==> config.mk <==
export PLATFORM = sky130hd
export DESIGN_NAME = sram_fifo_ctrl
export DESIGN_NICKNAME = d
export VERILOG_FILES = /design/src/rtl/sram_fifo_ctrl.sv
export SDC_FILE = /design/constraint.sdc
export NUM_CORES = 1
export LEC_CHECK = 0
export CAP_MARGIN = 20
export CORE_UTILIZATION = 37
export CTS_CLUSTER_SIZE = 8
export DETAILED_ROUTE_END_ITERATION = 8
export PLACE_DENSITY_LB_ADDON = 0.08
export SLEW_MARGIN = 10
export SYNTH_ARGS = -nofsm -noshare
export SYNTH_HDL_FRONTEND = slang
export SYNTH_SLANG_ARGS = --single-unit
==> constraint.sdc <==
create_clock -name clk -period 8.3 [get_ports clk]
set_clock_uncertainty 0.2 [all_clocks]
set_input_delay 1.66 -clock clk [delete_from_list [all_inputs] [get_ports clk]]
set_output_delay 1.66 -clock clk [all_outputs]
set_load 0.01 [all_outputs]
==> src/rtl/sram_fifo_ctrl.sv <==
// sram_fifo_ctrl: sequences an external simple dual-port SRAM (one write port,
// one registered read port) as a FIFO. The SRAM read register is the output
// slot, so m_data comes straight from sram_dout.
module sram_fifo_ctrl #(
   parameter int unsigned WIDTH      = 32,
   parameter int unsigned DEPTH      = 256,
   parameter int unsigned ADDR_WIDTH = $clog2(DEPTH),
   parameter int unsigned LVL_WIDTH  = $clog2(DEPTH + 2)
) (
   input  logic                  clk,
   input  logic                  rstn,
   input  logic                  clear,
   input  logic                  s_valid,
   output logic                  s_ready,
   input  logic [WIDTH-1:0]      s_data,
   output logic                  m_valid,
   input  logic                  m_ready,
   output logic [WIDTH-1:0]      m_data,
   output logic [LVL_WIDTH-1:0]  level,
   output logic                  sram_wen,
   output logic [ADDR_WIDTH-1:0] sram_waddr,
   output logic [WIDTH-1:0]      sram_din,
   output logic                  sram_ren,
   output logic [ADDR_WIDTH-1:0] sram_raddr,
   input  logic [WIDTH-1:0]      sram_dout
);

   localparam int unsigned CNT_WIDTH = ADDR_WIDTH + 1;
   localparam logic [CNT_WIDTH-1:0] FULL_CNT = CNT_WIDTH'(DEPTH);

   logic [ADDR_WIDTH-1:0] wptr;
   logic [ADDR_WIDTH-1:0] rptr;
   logic [CNT_WIDTH-1:0]  cnt;
   logic                  run;
   logic                  push;
   logic                  pop_slot;

   // Handshake decode and SRAM port drive; ready is held low until the
   // first edge after reset release.
   always_comb begin
      s_ready    = 1'b0;
      push       = 1'b0;
      pop_slot   = 1'b0;
      sram_ren   = 1'b0;
      s_ready    = run && (cnt < FULL_CNT) && !clear;
      push       = s_valid && s_ready;
      pop_slot   = m_valid && m_ready;
      sram_ren   = (cnt != '0) && (!m_valid || m_ready) && !clear;
      sram_wen   = push;
      sram_waddr = wptr;
      sram_din   = s_data;
      sram_raddr = rptr;
      m_data     = sram_dout;
      level      = LVL_WIDTH'(cnt) + LVL_WIDTH'(m_valid);
   end

   // Pointers, SRAM occupancy and output-slot valid; clear flushes everything.
   always_ff @(posedge clk or negedge rstn) begin
      if (!rstn) begin
         run     <= 1'b0;
         wptr    <= '0;
         rptr    <= '0;
         cnt     <= '0;
         m_valid <= 1'b0;
      end else begin
         run <= 1'b1;
         if (clear) begin
            wptr    <= '0;
            rptr    <= '0;
            cnt     <= '0;
            m_valid <= 1'b0;
         end else begin
            if (push) begin
               wptr <= wptr + ADDR_WIDTH'(1);
            end
            if (sram_ren) begin
               rptr <= rptr + ADDR_WIDTH'(1);
            end
            cnt <= cnt + CNT_WIDTH'(push) - CNT_WIDTH'(sram_ren);
            if (sram_ren) begin
               m_valid <= 1'b1;
            end else if (pop_slot) begin
               m_valid <= 1'b0;
            end
         end
      end
   end

endmodule
==> run_results.csv <==
group,metric,value,unit
clocking,clk_path_buf_depth,2,
sta,setup_viol,0,
route,final_antenna_net_count,0,
sta,finalCritPeriodShare,62.81,%
sta,hold_viol,0,
floorplan,initial_utilization,38.52,%
route,wl_per_cell,14.17,µm
clocking,cts_setup_buffers,0,
clocking,cts_hold_buf,0,
route,met3WireLength,318,µm
clocking,clk_latency,290,ps
setup_path,endpoint_kind,"output port",
synthesis,synth_top_cell_by_area,"dfrtp_1",
synthesis,synth_most_common_cell,"buf_4",
sta,maxSlewViolCount,0,
synthesis,yosys-top-cells-count,"64 x buf_4, 27 x dfrtp_1, 22 x ha_1, 13 x inv_1, 13 x nor2_1",
setup_path,start_kind,"input pin",
route,m1WireLength,1967,µm
grt,grt_pass1_vias,1485,
synthesis,synth-adder-area-share,12.95,%
sta,fin_crit,5213,ps
floorplan,die_area,6483,µm²
placed_design,dp_hpwl,3145,µm
route,drt-initial-drc-count,35,
synthesis,muxShareOfSynthArea,2.304,%
sta,rsz0062_at_grt,"false",
placed_design,gp_congestion,0.7493,
synthesis,netlist_area,2281,µm²
setup_path,cp_num_buf_inv,4,
route,drc,0,
layout,num_antenna_cells,0,
route,drt-total-wl,4224,µm
synthesis,ys_async_sr_fraction,100.0,%
synthesis,ys_seq_elements,27,
sta,whs,344.9,ps
route,top_layer,"met4",
layout,post-route-cell-area,2282,µm²
sta,tightest_slew,1003,ps
sta,fmax,0.1918,GHz
route,via_count,1462,
layout,area_growth,0.05489,%
route,firstDrtPassIters,4,
synthesis,netlist_instances,252,
grt,antenna_found_initial,0,
synthesis,synth_xor_area_share,6.144,%
pwr,leakagePower,1.006,nW
clocking,htree_levels,1,
synthesis,yosys.area_share.simple,16.46,%
synthesis,synth-compound-area-share,8.228,%
setup_path,critPathArrivalTime,3350,ps
placed_design,place_area,2232,µm²
pwr,irDropWorstVdd,0.00009979,V
floorplan,die_h,80.52,µm
floorplan,die_w,80.52,µm
synthesis,syn_nets,344,
synthesis,yosysSeqAreaShare,29.62,%
setup_path,required,6440,ps
floorplan,coreArea,5921,µm²
sta,relSlewSlack,32.75,%
clocking,cts_root_buf,"clkbuf_8",
clocking,cts_tree,"done",
clocking,cts_buffers,3,
layout,final_util,38.55,%
setup_path,crit_type,"in -> out",
grt,grt_max_degree,30,
run_status,status,"complete, no violations",
floorplan,rows,28,
clocking,postCtsResizedCells,0,
synthesis,ys_warn_count,0,
pwr,p_per_area,285.4,nW/µm²
layout,drive_above_1_share,7.175,%
grt,grt.total_usage,14.53,%
synthesis,ys.flop_type,"dfrtp_1",
layout,finalNetCount,316,
clocking,cts.reportedPaths.clkPinSlew,100,ps
synthesis,synthTopCellsByArea,"dfrtp_1 30%, buf_4 21%, ha_1 12%, xnor2_1 3.1%, xor2_1 3.1%",
sta,fin_setup_tns,0,ps
grt,gr-total-overflow,0,
synthesis,ys_types,39,
setup_path,max_stage_delay,550,ps
route,wl_met2,1865,µm
placed_design,portBuffers,33,
floorplan,ios,162,
synthesis,syn_area_per_cell,9.051,µm²
setup_path,path_cells,"clkdlybuf4s50_1, buf_4, nor4bb_2, buf_4, clkdlybuf4s50_1",
setup_path,crit_path_top_delay_cell,"clkdlybuf4s50_1",
setup_path,cp_top_family,"buffers and inverters",
job,maxCapViolCount,0,
grt,grt_pass1_wl,7127,µm
synthesis,synth_top_cell_area_share,29.62,%
worst_hold_path,worstHoldPathType,"reg -> reg",
clocking,cts_num_sinks,27,
setup_path,crit_fanout,29,
route,viasPerCell,4.906,
synthesis,synth_edf_count,0,
synthesis,synth_top_family_by_area,"buffers and inverters",
through the flow:
| stage | setup WS [ps] | cells | power (mW) |
|---|---|---|---|
| floorplan | 3606 | 252 | 0.4839 |
| global placement | 3074 | 294 | 0.5752 |
| detailed placement | 3075 | 294 | 0.5730 |
| CTS | 3069 | 298 | 0.6601 |
| global route | 2994 | 298 | 0.7185 |
| finish | 3087 | 298 | 0.6512 |
final timing paths:
path | cells past startpoint | end | slack (ps) | startpoint
setup / recovery | 5 | sram_wen | 3090 | clear
hold / removal | 2 | sram_waddr[7]$_DFFE_PN0P_ | 340 | sram_waddr[7]$_DFFE_PN0P_
setup reg to reg | 13 | cnt[6]$_DFF_PN0_ | 3990 | cnt[6]$_DFF_PN0_
hold reg to reg | 2 | sram_waddr[7]$_DFFE_PN0P_ | 340 | sram_waddr[7]$_DFFE_PN0P_
max in group asynchronous | 2 | m_valid$_DFFE_PN0P_ | 6090 | rstn
min in group asynchronous | 2 | cnt[7]$_DFF_PN0_ | 1530 | rstn
registers in the layout (all words and copies together), names as in the netlist:
register    flops
cnt             9
m_valid         1
run             1
sram_raddr      8
sram_waddr      8
worst register-to-register path: cells and delay by family (launching register included):
family / cells / cell delay (ps)
DFF: 1 / 470
AOI/OAI and AO/OA: 2 / 1060
muxes: 1 / 350
buffers and inverters: 2 / 150
and+or+nand+nor: 4 / 910
adders and majority gates: 4 / 1080
layout make-up:
type	count	area, µm²
Timing Repair Buffer	36	352.8
Inverter	13	48.80
Fill cell	617	3638
Tap cell	75	93.84
Sequential cell	27	675.6
Clock buffer	3	41.29
Clock inverter	1	8.758
Multi-Input combinational cell	143	1061
power breakdown:
part,switching [mW],total [mW],internal [mW]
clock network,0.0484,0.0838,0.0354
registers,0.0409,0.199,0.158
logic,0.181,0.369,0.188
logic make-up (layout without fill, tap and decap cells):
logic type               Yosys count  in the layout
adder cells (fa/ha/maj)           23             23
XOR/XNOR                          16             16
multiplexers                       5              5
other                              1              1
buffers and inverters             82             53
AO/OA/AOI/OAI                     30             30
AND/OR/NAND/NOR                   68             68
flip-flops                        27             27
routing by layer:
layer	global-route usage, %	vias to the layer above
li1	-	727
met1	19.21	669
met2	22.97	57
met3	2.273	9
met4	6.786	0
met5	0	-
layout by cell type, fill, tap and decap left out, drive strengths merged, types with 3 or more instances in the layout:
| cell type | instances |
|---|---|
| clkdlybuf4s50 | 33 |
| dfrtp | 27 |
| ha | 22 |
| inv | 14 |
| nor2 | 13 |
| a21oi | 12 |
| nand2 | 12 |
| xnor2 | 8 |
| xor2 | 8 |
| nand4 | 7 |
| nand3 | 7 |
| o21ai | 7 |
| nor2b | 5 |
| and3 | 4 |
| or3 | 4 |
| a31oi | 3 |
| mux2i | 3 |
| clkbuf | 3 |
| buf | 3 |
| o31ai | 3 |
(Power assumes the default switching activity.)
